### src/rtl/fetch_sequencer.sv
// Instruction-fetch controller: owns the PC, drives the instruction memory address,
// buffers fetched words in a 2-entry FIFO and hands them to decode over valid/ready.
module fetch_sequencer #(
   parameter int            AW       = 8,
   parameter logic [AW-1:0] RESET_PC = '0
) (
   input  logic          clk,
   input  logic          rst_n,
   input  logic          start,
   output logic [31:0]   IMA,
   input  logic [31:0]   IMRD,
   input  logic          redirect_valid,
   input  logic [AW-1:0] redirect_pc,
   output logic [31:0]   instr_out,
   output logic [AW-1:0] pc_out,
   output logic          instr_valid,
   input  logic          instr_ready,
   output logic          halted
);

   typedef enum logic [1:0] {IDLE, RUN, HALT} state_t;

   state_t        state_q, state_d;
   logic [AW-1:0] pc_q, pc_d;
   logic [1:0]    cnt_q, cnt_d;

   // buffer slots: slot 0 is always the head
   logic [AW-1:0] pc0_q, pc1_q;
   logic [31:0]   ins0_q, ins1_q;

   logic fill, pop, fetch, push;

   assign fill  = (IMRD == 32'hFFFF_FFFF);
   // a redirect cycle is never a transfer, even with instr_ready high
   assign pop   = (cnt_q != 2'd0) && instr_ready && !redirect_valid;
   assign fetch = (state_q == RUN) && !redirect_valid && ((cnt_q != 2'd2) || pop);
   assign push  = fetch && !fill;

   always_comb begin
      state_d = state_q;
      pc_d    = pc_q;
      cnt_d   = cnt_q;
      if (redirect_valid) begin
         state_d = RUN;
         pc_d    = redirect_pc;
         cnt_d   = 2'd0;
      end else begin
         case (state_q)
            IDLE:    if (start) state_d = RUN;
            RUN:     if (fetch && fill) state_d = HALT;
            default: ;
         endcase
         if (push) pc_d = pc_q + 1'b1;
         case ({push, pop})
            2'b10:   cnt_d = cnt_q + 2'd1;
            2'b01:   cnt_d = cnt_q - 2'd1;
            default: ;
         endcase
      end
   end

   always_ff @(posedge clk or negedge rst_n) begin
      if (!rst_n) begin
         state_q <= IDLE;
         pc_q    <= RESET_PC;
         cnt_q   <= 2'd0;
      end else begin
         state_q <= state_d;
         pc_q    <= pc_d;
         cnt_q   <= cnt_d;
      end
   end

   // Payload needs no reset: outputs are masked by the occupancy count.
   always_ff @(posedge clk) begin
      if (push) begin
         if (pop) begin
            if (cnt_q == 2'd2) begin
               pc0_q  <= pc1_q;
               ins0_q <= ins1_q;
               pc1_q  <= pc_q;
               ins1_q <= IMRD;
            end else begin
               pc0_q  <= pc_q;
               ins0_q <= IMRD;
            end
         end else if (cnt_q == 2'd0) begin
            pc0_q  <= pc_q;
            ins0_q <= IMRD;
         end else begin
            pc1_q  <= pc_q;
            ins1_q <= IMRD;
         end
      end else if (pop) begin
         pc0_q  <= pc1_q;
         ins0_q <= ins1_q;
      end
   end

   assign IMA         = {{(32-AW){1'b0}}, pc_q};
   assign instr_valid = (cnt_q != 2'd0);
   assign instr_out   = instr_valid ? ins0_q : 32'd0;
   assign pc_out      = instr_valid ? pc0_q : '0;
   assign halted      = (state_q == HALT);

endmodule

### config.mk
export PLATFORM = sky130hd
export DESIGN_NAME = fetch_sequencer
export DESIGN_NICKNAME = d
export VERILOG_FILES = /design/src/rtl/fetch_sequencer.sv
export SDC_FILE = /design/constraint.sdc
export NUM_CORES = 1
export LEC_CHECK = 0
export CAP_MARGIN = 30
export CORE_MARGIN = 2
export CORE_UTILIZATION = 30
export CTS_CLUSTER_DIAMETER = 60
export DETAILED_ROUTE_END_ITERATION = 7
export SYNTH_ARGS = -nofsm -noshare
export SYNTH_HDL_FRONTEND = slang
export SYNTH_SLANG_ARGS = --single-unit
### constraint.sdc
create_clock -name clk -period 11.1 [get_ports clk]
set_input_delay 2.775 -clock clk [delete_from_list [all_inputs] [get_ports clk]]
set_output_delay 2.775 -clock clk [all_outputs]
set_load 0.01 [all_outputs]
==> out/qor.yml, run 1 <==
sta:
  finalSetupTns_ns: 0
  finClkSkew_ns: 0.00663
  fmax_mhz: 189
  grt_setup_unrepaired: "false"
  drv_slew: 0
  finalHoldViolCount: 0
  fin_crit_ns: 5.30
  period_share: 0.478
  worst_pin_slew_ns: 0.895
  setup_viol: 0
  max-slew-margin-rel: 0.401
synth:
  ys.flop_type: "edfxtp_1"
  ys_ff_latch: 92
  yosys-top-cells-area: "edfxtp_1 57%, mux2_2 7.5%, dfrtp_1 7.1%"
  syn_area_mm2: 0.00420
  synth_edf_count: 80
  synth_common_cells: "80 x edfxtp_1, 41 x and2_1, 28 x mux2_2"
  synthArstFlopShare: 0.130
  synth.avg_cell_area_um2: 14.6
  synth.largest_area_cell: "edfxtp_1"
  synth_top_area_share: 0.572
  synth_most_common_cell: "edfxtp_1"
  yosys_warnings: 0
  yosysSeqAreaShare: 0.643
  synth_cells: 288
  synthDistinctLibCells: 34
critical_path:
  r2r_end: "ins0_q[14]$_DFFE_PP_"
  end_kind: "flip-flop"
  cp_max_fo: 40
  cp-start-kind: "primary input"
  critPathKind: "in2reg"
  slowest_stage: "clkdlybuf4s50_1"
  cp.required_ns: 11.18
  worstPathCellList: "clkdlybuf4s50_1 > inv_1 > a211o_1 > a21o_4 > a211oi_4 > buf_4 > mux2_2"
  crit_family: "buffers and inverters"
  crit_arrival_ns: 5.38
  r2r_setup_slack_ns: 8.39
  max_stage_delay_ns: 0.67
  r2r-start: "cnt_q[1]$_DFFE_PN0P_"
  critical_path_buf_inv_count: 3
  reg2reg_depth: 6
route:
  ant_nets: 0
  drt_drc_violations_left: 0
  initialDrtViolationCount: 108
  finalWirelength_um: 8280
  wire_per_inst_um: 14.5
  vias_per_cell: 4.33
  first_pass_iters: 4
  via_count: 2477
layout:
  drive_gt1_frac: 0.163
  syn2layout_area_growth_pct: 32.5
  fin_nets: 433
  fin_area_mm2: 0.00557
  diodes: 0
cts:
  cts_buffer_depth: 2
  holdBufCountCts: 0
  ctsResizeCount: 0
  root_buffer: "clkbuf_16"
  clk_latency_ns: 0.33
  cts_tree: "built"
  cts_setup_buffers: 0
  htreeDepth: 3
  cts_buffers: 9
  cts.clk_slew.worst_paths_ns: 0.06
  clock_sinks: 92
power_and_ir_drop:
  p_leak_nw: 1.99
  total_power_mw: 0.865
  ir_drop_v: 0.0000689
  power_density_mw_per_mm2: 155
floorplan:
  core-area_mm2: 0.0138
  initial_core_util: 0.305
  die_w_um: 122
  chipHeight_um: 122
  dieArea_mm2: 0.0150
  rows: 43
  io-pin-count: 119
place:
  hpwl_um: 5730
  globalplace.congestion: 0.794
  io_buffers: 94
  dpl-instance-area_mm2: 0.00528
global_routing:
  grt_pass1_vias: 2478
  grtUsageTotal: 0.112
  grt_max_degree: 41
  grt_pass1_wl_um: 12600
  antenna_found_initial: 0
  grt-ovfl-total: 0
min_path:
  hold_depth: 1
  hp-start: "ins1_q[8]$_DFFE_PP_"
  hp-class: "reg2reg"
  holdPathEnd: "ins0_q[8]$_DFFE_PP_"
status:
  status: "finished clean"
run:
  maxCapViolCount: 0
layout make-up:
cell class	count	area (um^2)
sequential	92	2700
tap	180	225
timing repair buffer	99	998
fill	1306	8210
multi-input combinational	179	1330
clock inverter	5	52.6
clock buffer	11	233
inverter	6	22.5
state kept, by name (all words and copies together) (netlist names):
name,flops
ins0_q,32
ins1_q,32
pc0_q,8
pc1_q,8
pc_q,8
cnt_q,2
state_q,2
where the power goes:
group	leakage [nW]	internal, mW	switching [mW]
clock	0.141	0.173	0.119
sequential	0.897	0.412	0.0125
combinational	0.952	0.0815	0.0664
total	1.99	0.667	0.198
worst max path at each step:
stage               slack (ns)  cells after the start         from                   end
floorplan                 0.75                      4  instr_ready   ins1_q[0]$_DFFE_PP_
global placement          5.55                      7     IMRD[15]   ins0_q[9]$_DFFE_PP_
detailed placement        5.45                      7  instr_ready  ins0_q[25]$_DFFE_PP_
CTS                       5.80                      7  instr_ready  ins0_q[25]$_DFFE_PP_
global route              5.69                      7     IMRD[14]   ins0_q[8]$_DFFE_PP_
finish                    5.80                      7  instr_ready  ins0_q[14]$_DFFE_PP_
per-layer routing:
layer,vias to the layer above,part of all wire,global-route usage
li1,1196,-,-
met1,1199,0.44,0.140
met2,73,0.49,0.185
met3,9,0.052,0.0260
met4,0,0.016,0.0474
met5,-,0,0
cells by family after synthesis:
logic type | share of synthesized area
compound gates | 0.0426
xor+xnor | 0.0125
fa+ha+maj | 0.00298
buf+inv | 0.0643
flops | 0.643
mux | 0.121
other cells | 0.000893
simple gates | 0.113
cell usage in the layout (no fill, tap or decap), types with 8 or more instances in the layout:
cell	synthesis	final
and2_1	41	41
clkbuf_16	0	9
clkdlybuf4s50_1	0	94
conb_1	1	24
dfrtp_1	12	12
edfxtp_1	80	80
mux2_2	28	28
mux2_4	10	10
nand2_1	13	13
nand4_1	9	9
o21ai_0	8	8
metrics by stage:
step / cells / hold WS, ns / util / setup WS (ns)
floorplan: 311 / 0.501 / - / 0.755
global placement: 555 / 0.509 / 0.381 / 5.55
detailed placement: 556 / 0.524 / 0.383 / 5.45
CTS: 572 / 0.539 / 0.404 / 5.80
global route: 572 / 0.554 / 0.404 / 5.69
finish: 572 / 0.534 / 0.404 / 5.80
(Power assumes the default switching activity.)
==> run 2: changes to the inputs <==
- clock period: 11.1 -> 5.15 ns (I/O delays scaled with it)
==> run 2 against run 1 <==
Clock skew about the same. Count of clock-buffer cells in the layout unchanged. Worst setup slack got worse by 4.6 ns. Combinational power increased by 120%. Flip-flop and latch count unchanged. Critical endpoint is now ins0_q[12]$_DFFE_PP_.
==> out/qor.yml, run 2 (same netlist as run 1, synthesis figures left out) <==
layout:
  drive_gt1_frac: 0.168  # was 0.163
  fin_nets: 434  # was 433
  diodes: 0  # unchanged
  syn2layout_area_growth_pct: 34.2  # was 32.5%
  final_common_cell: "clkdlybuf4s50_1"  # unchanged
  reg_top3: "ins0_q x32, ins1_q x32"  # unchanged
  layout_common_cells: "94 x clkdlybuf4s50_1, 80 x edfxtp_1, 41 x and2_1"  # unchanged
  fill_cells: 1322  # was 1306
floorplan:
  io-pin-count: 119  # unchanged
  die_w_um: 122  # unchanged
  rows: 43  # unchanged
  chipHeight_um: 122  # unchanged
  initial_core_util: 0.305  # unchanged
  core-area_mm2: 0.0138  # unchanged
  dieArea_mm2: 0.0150  # unchanged
power_and_ir_drop:
  power_frac_clock: 0.375  # was 0.338
  switching_power_mw: 0.439  # was 0.198 mW
  p_sw_frac: 0.222  # was 0.229
  power_density_mw_per_mm2: 351  # was 155 mW/mm^2
  ir_drop_v: 0.000194  # was 0.0000689 V
  p_seq_frac: 0.464  # was 0.491
  p_int_mw: 1.54  # was 0.667 mW
  comb_power_share: 0.162  # was 0.171
  p_leak_nw: 2.01  # was 1.99 nW
global_routing:
  grt_pass1_wl_um: 12900  # was 12600 um
  grt-ovfl-total: 0  # unchanged
  grtUsageTotal: 0.114  # was 0.112
  antenna_found_initial: 0  # unchanged
  grt_max_degree: 41  # unchanged
  grt_pass1_vias: 2543  # was 2478
place:
  globalplace.congestion: 0.726  # was 0.794
  io_buffers: 94  # unchanged
  hpwl_um: 5880  # was 5730 um
sta:
  finalSetupTns_ns: 0  # unchanged
  setup_viol: 0  # unchanged
  finClkSkew_ns: 0.00699  # was 0.00663 ns
  fmax_mhz: 253
  worst_pin_slew_ns: 0.883  # was 0.895 ns
  max-slew-margin-rel: 0.407  # was 0.401
  period_share: 0.767
  grt_setup_unrepaired: "false"  # unchanged
  drv_slew: 0  # unchanged
  hold_slack_ns: 0.537  # was 0.534 ns
  finalHoldViolCount: 0  # unchanged
  fin_crit_ns: 3.95
critical_path:
  critPathKind: "in2reg"  # unchanged
  max_stage_delay_ns: 0.68  # was 0.67 ns
  end_kind: "flip-flop"  # unchanged
  cp.required_ns: 5.23  # was 11.18 ns
  slowest_stage: "clkdlybuf4s50_1"  # unchanged
  cp_max_fo: 16  # was 40
  worstPathCellList: "clkdlybuf4s50_1 > inv_1 > a211o_1 > a21o_4 > a211oi_4 > buf_4 > mux2_2"  # unchanged
  cp-start-kind: "primary input"  # unchanged
  crit_arrival_ns: 4.03  # was 5.38 ns
route:
  dr_wl_met3_um: 435  # was 430 um
  dr.max_layer_used: "met4"  # unchanged
  m1WireLength_um: 3720  # was 3630 um
  first_pass_iters: 4  # unchanged
  finalWirelength_um: 8390  # was 8280 um
  ant_nets: 0  # unchanged
  vias_per_cell: 4.33  # about the same
  initialDrtViolationCount: 110  # was 108
  route.met2.wl_um: 4090  # was 4100 um
  wire_per_inst_um: 14.6  # was 14.5 um
  via_count: 2481  # was 2477
  drt_drc_violations_left: 0  # unchanged
run:
  maxCapViolCount: 0  # unchanged
cts:
  holdBufCountCts: 0  # unchanged
  cts_buffer_depth: 2  # unchanged
  cts_tree: "built"  # unchanged
  cts.clk_slew.worst_paths_ns: 0.06  # about the same
  clk_latency_ns: 0.33  # about the same
  cts_buffers: 9  # unchanged
  htreeDepth: 3  # unchanged
  root_buffer: "clkbuf_16"  # unchanged
  ctsResizeCount: 0  # unchanged
  clock_sinks: 92  # unchanged
  cts_setup_buffers: 0  # unchanged
min_path:
  hp-class: "reg2reg"  # unchanged
status:
  status: "finished clean"  # unchanged
-- run 2: changes by cell type in the layout (fill, tap and decap cells not counted) --
cell,before,now
a2111oi_4,0,1
clkinv_4,1,0
buf_4,4,5
clkinv_1,1,0
clkinvlp_4,0,1
clkinv_2,2,1
bufinv_16,1,3
a2111oi_2,1,0
-- run 2: layout make-up --
| class | count | area [um^2] | area share |
|---|---|---|---|
| multi-input combinational | 179 | 1350 | 0.239 |
| inverter | 6 | 22.5 | 0.00400 |
| timing repair buffer | 100 | 1010 | 0.178 |
| sequential | 92 | 2700 | 0.479 |
| tap | 180 | 225 | 0.0400 |
| clock buffer | 11 | 233 | 0.0413 |
| clock inverter | 5 | 103 | 0.0182 |
-- run 2: metrics by stage --
stage,utilization,setup slack [ns],power (mW),cell area [um^2],std cells
2_1_floorplan,-,0.262,1.10,4290,311
4_1_cts,0.409,1.16,2.00,5640,573
3_3_place_gp,0.383,0.903,1.25,5270,556
6_report,0.409,1.20,1.98,5640,573
5_1_grt,0.409,1.03,2.06,5640,573
3_5_place_dp,0.385,0.806,1.26,5300,557
-- run 2: final timing paths --
kind                       slack [ns]                 start  depth (start not counted)                   end
setup / recovery                 1.20           instr_ready                          7  ins0_q[12]$_DFFE_PP_
hold / removal                   0.54   ins1_q[8]$_DFFE_PP_                          1   ins0_q[8]$_DFFE_PP_
setup reg to reg                 2.30  cnt_q[0]$_DFFE_PN0P_                          6  ins0_q[12]$_DFFE_PP_
hold reg to reg                  0.54   ins1_q[8]$_DFFE_PP_                          1   ins0_q[8]$_DFFE_PP_
max in group asynchronous        3.45                 rst_n                          1   pc_q[2]$_DFFE_PN0P_
min in group asynchronous        1.32                 rst_n                          1   pc_q[0]$_DFFE_PN0P_
-- run 2: layer usage --
layer | vias to the layer above | GRT usage
li1 | 1201 | -
met1 | 1201 | 0.146
met2 | 69 | 0.186
met3 | 10 | 0.0237
met4 | 0 | 0.0474
met5 | - | 0
-- run 2: power by group through the flow --
| stage | clock network (mW) | registers (mW) | logic, mW |
|---|---|---|---|
| 2_1_floorplan | 0 | 0.929 | 0.171 |
| 3_3_place_gp | 0 | 0.932 | 0.314 |
| 3_5_place_dp | 0 | 0.933 | 0.326 |
| 4_1_cts | 0.759 | 0.918 | 0.327 |
| 5_1_grt | 0.792 | 0.923 | 0.349 |
| 6_report | 0.741 | 0.917 | 0.320 |
-- run 2: critical path: cells and delay by family --
kind / cells / cell delay, ns
compound gates: 3 / 1.17
buf+inv: 3 / 1.18
mux: 1 / 0.37
==> run 3: changes to the inputs <==
- clock period: 5.15 -> 3.3 ns (I/O delays scaled with it)
==> run 3 against run 2 <==
Critical path depth down 2. Power up 44%. Global-route usage up 0.57 points. Flip-flop and latch count unchanged. Design area about the same. Count of clock-buffer cells in the layout up 2. Combinational power up 59%. Routed wire length up 1.0%. Die area unchanged. Largest power group unchanged.
==> out/qor.yml, run 3 (same netlist as run 1, synthesis figures left out) <==
critical_path:
  cp.required_ns: 2.47  # was 5.23 ns
  cp-start-kind: "flip-flop"  # was primary input
  crit_arrival_ns: 2.12  # was 4.03 ns
  reg2reg_depth: 6  # unchanged
  end_kind: "output port"  # was flip-flop
  crit_cells: 5  # was 7
  critical_path_buf_inv_count: 3  # unchanged
  cp_max_fo: 42  # was 16
  max_stage_delay_ns: 0.49  # was 0.68 ns
  crit_family: "buffers and inverters"  # unchanged
  slowest_stage: "clkdlybuf4s50_1"  # unchanged
  critPathKind: "reg2out"  # was in2reg
  worstPathCellList: "nor2_1 > inv_1 > buf_4 > and2_1 > clkdlybuf4s50_1"  # was clkdlybuf4s50_1 > inv_1 > a211o_1 > a21o_4 > a211oi_4 > buf_4 > mux2_2
floorplan:
  die_w_um: 122  # unchanged
  dieArea_mm2: 0.0150  # unchanged
  io-pin-count: 119  # unchanged
  core-area_mm2: 0.0138  # unchanged
  chipHeight_um: 122  # unchanged
  initial_core_util: 0.305  # unchanged
  rows: 43  # unchanged
global_routing:
  grt_pass1_vias: 2621  # was 2543
  grtUsageTotal: 0.119  # was 0.114
  grt_pass1_wl_um: 13600  # was 12900 um
  grt_max_degree: 43  # was 41
  grt-ovfl-total: 0  # unchanged
  antenna_found_initial: 0  # unchanged
sta:
  finalSetupTns_ns: 0  # unchanged
  period_share: 0.894
  fmax_mhz: 339
  finalHoldViolCount: 0  # unchanged
  grt_setup_unrepaired: "false"  # unchanged
  drv_slew: 0  # unchanged
  fin_crit_ns: 2.95
  setup_viol: 0  # unchanged
  layout_setup_ws_ns: 0.350  # was 1.20 ns
  worst_pin_slew_ns: 0.689  # was 0.883 ns
  finClkSkew_ns: 0.00503  # was 0.00699 ns
  max-slew-margin-rel: 0.529  # was 0.407
route:
  via_count: 2512  # was 2481
  route.met2.wl_um: 4220  # was 4090 um
  finalWirelength_um: 8480  # was 8390 um
  wire_per_inst_um: 14.7  # was 14.6 um
  ant_nets: 0  # unchanged
  drt_drc_violations_left: 0  # unchanged
  initialDrtViolationCount: 135  # was 110
  dr_wl_met3_um: 470  # was 435 um
  m1WireLength_um: 3690  # was 3720 um
  first_pass_iters: 4  # unchanged
  dr.max_layer_used: "met4"  # unchanged
  vias_per_cell: 4.35  # was 4.33
power_and_ir_drop:
  p_leak_nw: 2.02  # was 2.01 nW
  switching_power_mw: 0.661  # was 0.439 mW
  ir_drop_v: 0.000184  # was 0.000194 V
  power_density_mw_per_mm2: 506  # was 351 mW/mm^2
  p_seq_frac: 0.500  # was 0.464
  p_sw_frac: 0.231  # was 0.222
  power_frac_clock: 0.321  # was 0.375
  total_power_mw: 2.86  # was 1.98 mW
  comb_power_share: 0.178  # was 0.162
  p_int_mw: 2.19  # was 1.54 mW
cts:
  holdBufCountCts: 0  # unchanged
  cts.clk_slew.worst_paths_ns: 0.06  # about the same
  root_buffer: "clkbuf_16"  # unchanged
  clk_latency_ns: 0.32  # was 0.33 ns
  htreeDepth: 3  # unchanged
  clock_sinks: 92  # unchanged
  ctsResizeCount: 0  # unchanged
  cts_buffer_depth: 2  # unchanged
  cts_buffers: 9  # unchanged
  cts_setup_buffers: 0  # unchanged
  cts_tree: "built"  # unchanged
layout:
  diodes: 0  # unchanged
  drive_gt1_frac: 0.181  # was 0.168
  reg_top3: "ins0_q x32, ins1_q x32"  # unchanged
  layout_common_cells: "94 x clkdlybuf4s50_1, 80 x edfxtp_1, 41 x and2_1"  # unchanged
  syn2layout_area_growth_pct: 34.2  # about the same
  utilization: 0.409  # about the same
  final_common_cell: "clkdlybuf4s50_1"  # unchanged
  fin_area_mm2: 0.00564  # about the same
  fin_nets: 439  # was 434
min_path:
  hold_depth: 1  # unchanged
  hp-class: "reg2reg"  # unchanged
place:
  io_buffers: 94  # unchanged
  place_ws_ns: 0.0930  # was 0.806 ns
  hpwl_um: 5970  # was 5880 um
  dpl-instance-area_mm2: 0.00537  # was 0.00530 mm^2
  globalplace.congestion: 0.812  # was 0.726
status:
  status: "finished clean"  # unchanged
run:
  maxCapViolCount: 0  # unchanged
-- run 3: cell count changes in the layout (fill, tap and decap cells not counted), moves of 2 or more --
cell and change:
buf_12 +3, buf_4 +3, bufinv_16 -3, clkinv_2 +2
-- run 3: layout make-up --
type | count | area, um^2
fillers | 1291 | 8140
flip-flops and latches | 92 | 2700
multi-input cells | 179 | 1350
repair buffers | 105 | 1060
clock buffers | 13 | 250
well taps | 180 | 225
inverters | 6 | 30.0
clock inverters | 3 | 15.0
-- run 3: power by group through the flow --
stage                     Sequential [mW]  Clock, mW  Combinational, mW
after floorplan                      1.45          0              0.271
after global placement               1.45          0              0.510
after detailed placement             1.45          0              0.519
after CTS                            1.43      0.951              0.521
after global routing                 1.44       1.01              0.559
final                                1.43      0.917              0.509
-- run 3: final timing paths --
kind | startpoint | endpoint | slack [ns]
worst max-delay path | cnt_q[0]$_DFFE_PN0P_ | pc_out[7] | 0.35
worst min register to register | ins1_q[9]$_DFFE_PP_ | ins0_q[9]$_DFFE_PP_ | 0.53
min in group asynchronous | rst_n | pc_q[0]$_DFFE_PN0P_ | 0.86
worst max register to register | cnt_q[0]$_DFFE_PN0P_ | pc0_q[5]$_DFFE_PP_ | 0.91
max in group asynchronous | rst_n | cnt_q[0]$_DFFE_PN0P_ | 2.07
worst min-delay path | ins1_q[9]$_DFFE_PP_ | ins0_q[9]$_DFFE_PP_ | 0.53
-- run 3: through the flow --
stage	instances	hold slack, ns
floorplan	311	0.501
global placement	562	0.511
detailed placement	562	0.517
CTS	578	0.533
global route	578	0.553
finish	578	0.528
-- run 3: routing by layer --
layer  GRT usage  vias to the layer above
met2       0.203                       73
met3      0.0302                        8
li1            -                     1210
met4      0.0388                        0
met1       0.148                     1221
met5           0                        -
-- run 3: worst reg2reg max path, cell delays in order (launching register included) --
cell and delay (ns):
dfrtp_1 0.47, nor2b_1 0.16, a211o_4 0.37, a21o_4 0.22, a211oi_4 0.28, buf_4 0.27
mux2_2 0.37
